<file path="src/rtl/pc_fetch.sv">
// pc_fetch: program-counter register and instruction-fetch sequencer.
// It holds the architectural PC and fetches the word at that PC over a
// req/ack memory port. The instruction then goes to decode with a
// valid/ready handshake, and the next-PC result is loaded on each accept.
// Optional feature macro: PC_FETCH_MISALIGN_TRAP_EN (sticky misaligned-PC
// fault). When the macro is undefined, pc[1:0] is ignored for addressing.
module pc_fetch #(
    parameter logic [31:0] RESET_PC = 32'h0000_0000
) (
    input  logic        clk,
    input  logic        rst_n,
    input  logic [31:0] npc,
    output logic [31:0] pc,
    output logic        imem_req,
    output logic [31:0] imem_addr,
    input  logic        imem_ack,
    input  logic [31:0] imem_rdata,
    output logic [31:0] inst,
    output logic        inst_valid,
    input  logic        inst_ready,
    output logic        misalign,
    output logic [31:0] fetch_count
);

    typedef enum logic [1:0] {
        REQ   = 2'd0,
        VALID = 2'd1,
        FAULT = 2'd2
    } state_t;

    state_t state;
    state_t state_nxt;

    logic misaligned_pc;
    logic take_inst;
    logic accept;

`ifdef PC_FETCH_MISALIGN_TRAP_EN
    assign misaligned_pc = (pc[1:0] != 2'b00);
`else
    assign misaligned_pc = 1'b0;
`endif

    // A fetch completes only while a request is actually being issued.
    assign take_inst = (state == REQ) && !misaligned_pc && imem_ack;
    assign accept    = (state == VALID) && inst_ready;

    // The address always points at the word that contains pc.
    assign imem_addr = {pc[31:2], 2'b00};

    // State register
    always_ff @(posedge clk or negedge rst_n) begin
        if (!rst_n) begin
            state <= REQ;
        end else begin
            state <= state_nxt;
        end
    end

    // Next-state logic
    always_comb begin
        state_nxt = state;
        case (state)
            REQ: begin
                if (misaligned_pc) begin
                    state_nxt = FAULT;
                end else if (imem_ack) begin
                    state_nxt = VALID;
                end
            end
            VALID: begin
                if (inst_ready) begin
                    state_nxt = REQ;
                end
            end
            FAULT:   state_nxt = FAULT;
            default: state_nxt = REQ;
        endcase
    end

    // Output decode from state and pc only. rst_n gates the request so
    // that it drops at the same moment reset is asserted.
    always_comb begin
        imem_req   = 1'b0;
        inst_valid = 1'b0;
        misalign   = 1'b0;
        case (state)
            REQ:     imem_req   = rst_n && !misaligned_pc;
            VALID:   inst_valid = 1'b1;
`ifdef PC_FETCH_MISALIGN_TRAP_EN
            FAULT:   misalign   = 1'b1;
`endif
            default: ;
        endcase
    end

    // PC and accepted-instruction counter advance on each decode accept
    always_ff @(posedge clk or negedge rst_n) begin
        if (!rst_n) begin
            pc          <= RESET_PC;
            fetch_count <= '0;
        end else if (accept) begin
            pc          <= npc;
            fetch_count <= fetch_count + 32'd1;
        end
    end

    // Capture the returned instruction word
    always_ff @(posedge clk or negedge rst_n) begin
        if (!rst_n) begin
            inst <= '0;
        end else if (take_inst) begin
            inst <= imem_rdata;
        end
    end

endmodule

</file>
<file path="config.mk">
export PLATFORM = sky130hd
export DESIGN_NAME = pc_fetch
export DESIGN_NICKNAME = d
export VERILOG_FILES = /design/src/rtl/pc_fetch.sv
export SDC_FILE = /design/constraint.sdc
export NUM_CORES = 1
export LEC_CHECK = 0
export BUFFER_PORTS_ARGS = -buffer_cell sky130_fd_sc_hd__buf_2
export CAP_MARGIN = 15
export CORE_ASPECT_RATIO = 1.25
export CORE_MARGIN = 2
export CORE_UTILIZATION = 50
export CTS_CLUSTER_SIZE = 16
export DETAILED_ROUTE_END_ITERATION = 7
export PLACE_DENSITY = 0.89
export SLEW_MARGIN = 20
export SYNTH_ARGS = -nofsm -noshare
export SYNTH_HDL_FRONTEND = slang
export SYNTH_SLANG_ARGS = --single-unit
</file>
<file path="constraint.sdc">
create_clock -name clk -period 2.8 [get_ports clk]
set_input_delay 0.14 -clock clk [delete_from_list [all_inputs] [get_ports clk]]
set_output_delay 0.14 -clock clk [all_outputs]
set_load 0.005 [all_outputs]
</file>
==> impl_metrics.toml <==
[sta]
fin_tns_setup_ns = 0
finalCriticalPeriod_ns = 1.801
worst_pin_slew_ns = 0.8563
relSlewSlack_pct = 42.92
drv_slew = 0
timing.final.crit_share_pct = 64.30
fmax_mhz = 555.4
setup_violations = 0
clock_skew_ns = 0.009822
hold_viol_final = 0
rsz0062_at_grt = "false"

[drt]
ant_nets = 0
drc_errors = 15
routed_wl_mm = 9.480
vias = 3038
viasPerCell = 5.005
drt_iter0_markers = 120
dr.pass1.iters = 6
wl_per_cell_um = 15.62

[clocking]
cts_made_buffers = 9
post_cts.repair.setup_buffers = 0
cts_sinks = 98
root_buffer = "clkbuf_8"
cts_resized = 0
htree_levels = 3
clk_path_buf_depth = 2
clk_pin_slew_worst_paths_ns = 0.09
cts-hold-fix-buffers = 18
tritoncts = "yes"
clk_latency_ns = 0.36

[critical_path]
r2r_slack_ns = 1.0
critPathTopFamily = "simple AND/OR/NAND/NOR gates"
crit_buf_inv = 0
rr_worst_depth = 5
criticalPathCategory = "flip-flop to flip-flop"
cp.arrival_ns = 2.05
critPathLaunchType = "flip-flop"
crit_slowest_cell = "dfrtp_1"
worstPathRequired_ns = 3.05
critPathMaxFanout = 8
cp-end-kind = "flip-flop"
reg2reg_to = "fetch_count[25]"
worstReg2RegStart = "state[1]"
path_cells = "nand2b_2 -> nor3_4 -> nand2_1 -> or3_1 -> xnor2_1"
cp_slowest_stage_delay_ns = 0.45

[power_and_ir_drop]
pwr-share-comb_pct = 25.0
switching_share_pct = 28.12
ir_drop_mv = 0.3989
p_switching_mw = 1.037
p_clk_share_pct = 24.1
intPower_mw = 2.652
p_seq_share_pct = 50.9
powerDensity_nw_per_um2 = 668.3
leakage_nw = 2.825

[layout]
areaGrowthSynthToFinish_pct = 32.14
seqCellArea_sq_um = 2452
design_area_sq_um = 5520
antenna_cells = 0
nets = 575
nFillCells = 606
multi_input_area_sq_um = 1428
drive_gt1_share_pct = 55.49

[yosys]
synth.most_common_cell = "dfrtp_1"
synth_common_cells = "98 x dfrtp_1, 65 x mux2_2, 34 x buf_4"
synthTopCellsByArea = "dfrtp_1 59%, mux2_2 18%, buf_4 6.1%"
yosysWarnings = 0
synth_edf_count = 0
synth_seq_cells = 98
synth_cells = 305
async_flop_share_pct = 100.0
synthFlopType = "dfrtp_1"
yosysSeqAreaShare_pct = 58.70
yosysTopAreaCellShare_pct = 58.70
synthDistinctLibCells = 32
synth_top_area_cell = "dfrtp_1"
syn_area_per_cell_sq_um = 13.70
synth_area_sq_um = 4178

[floorplanning]
dieHeight_um = 106.2
start_util_pct = 50.98
io_pins = 199
coreArea_sq_um = 8194
fp-row-count = 37
die_w_um = 85.76
die-area_sq_um = 9108

[global_route]
groute.usage.overall_pct = 20.51
grt_start_max_net_pins = 70
grt_busiest_layer = "met2"
grt_pass1_wl_mm = 14.44
grt_pass1_vias = 3053
grt_use_met1_pct = 23.65
overflow = 0
met2_usage_pct = 35.38
antenna_found_initial = 0
grt_util_met3_pct = 6.211

[hold_path]
hp-start = "imem_rdata[9]"
hold-path-endpoint = "inst[9]"
min_path_type = "input port to flip-flop"
hold_path_depth = 2

[placement]
portBuffers = 195
place.gp.congestion = 0.7828
hpwl_mm = 6.557
place_area_sq_um = 5025

[outcome]
violations = "DRC"
status = "finished with violations"

[run]
cap_violations = 0
-- layout make-up --
cell class | count | area share (%)
inverter | 6 | 0.4080
tap | 97 | 2.199
multi-input combinational | 162 | 25.86
timing repair buffer | 229 | 23.75
clock buffer | 12 | 2.629
sequential | 98 | 44.42
clock inverter | 3 | 0.7253
-- worst max path at each step --
stage | cells past startpoint | end | start
floorplan | 5 | fetch_count[25] | state[1]
global placement | 5 | fetch_count[25] | state[1]
detailed placement | 5 | fetch_count[25] | state[1]
CTS | 5 | fetch_count[25] | state[1]
global route | 5 | fetch_count[25] | state[1]
finish | 5 | fetch_count[25] | state[1]
-- metrics by stage --
| stage | util [%] | hold slack (ns) | setup slack, ns | instances | power [mW] |
|---|---|---|---|---|---|
| 2_1_floorplan | - | -0.1556 | 1.189 | 307 | 2.407 |
| 3_3_place_gp | 61.32 | 0.08892 | 1.080 | 561 | 2.752 |
| 3_5_place_dp | 61.32 | 0.09795 | 1.018 | 561 | 2.797 |
| 4_1_cts | 65.78 | 0.00003539 | 0.9999 | 594 | 3.706 |
| 5_1_grt | 67.37 | 0.0003453 | 0.8664 | 607 | 3.902 |
| 6_report | 67.37 | 0.01350 | 0.9995 | 607 | 3.689 |
-- power groups by stage --
stage / clock network [mW] / logic, mW / registers (mW)
floorplan: 0 / 0.501 / 1.91
finish: 0.889 / 0.923 / 1.88
detailed placement: 0 / 0.896 / 1.90
global route: 0.978 / 1.01 / 1.91
CTS: 0.915 / 0.917 / 1.87
global placement: 0 / 0.873 / 1.88
-- sequential cells by signal, summed over array words and instances (netlist names) --
| signal | flops |
|---|---|
| pc | 32 |
| fetch_count | 32 |
| inst | 32 |
| state | 2 |
-- layer usage --
metal  vias up  routed length [um]
met1      1465                3501
met2       148                5035
met3        19                 742
met5         -                   0
li1       1406                   -
met4         0                 201
-- layout by cell type (no fill, tap or decap), types with 2 or more instances in the layout --
cell type	synthesis	layout
xnor2_1	18	18
buf_4	34	4
buf_2	6	194
and3_1	6	6
dlygate4sd3_1	0	31
conb_1	1	3
nor3_1	3	3
and4_1	4	4
dfrtp_1	98	98
clkbuf_8	0	10
nand4_1	8	8
mux2_2	65	65
clkbuf_1	1	2
nor4_1	2	2
nand3_1	7	7
nor2_1	8	8
inv_1	6	6
clkinv_2	0	2
xor2_1	13	13
nand2_1	10	10
-- kinds of logic (layout without fill, tap and decap cells) --
kind of cell | Yosys count | in the layout | synth area share [%]
buffers and inverters | 47 | 250 | 7.457
xor gates and xnor gates | 31 | 31 | 6.499
DFF | 98 | 98 | 58.70
AOI/OAI and AO/OA | 1 | 1 | 0.1798
and+or+nand+nor | 61 | 61 | 9.255
other | 1 | 3 | 0.08976
adders and majority gates | 1 | 1 | 0.2994
muxes | 65 | 65 | 17.52
Power figures use the tool's default switching activity.
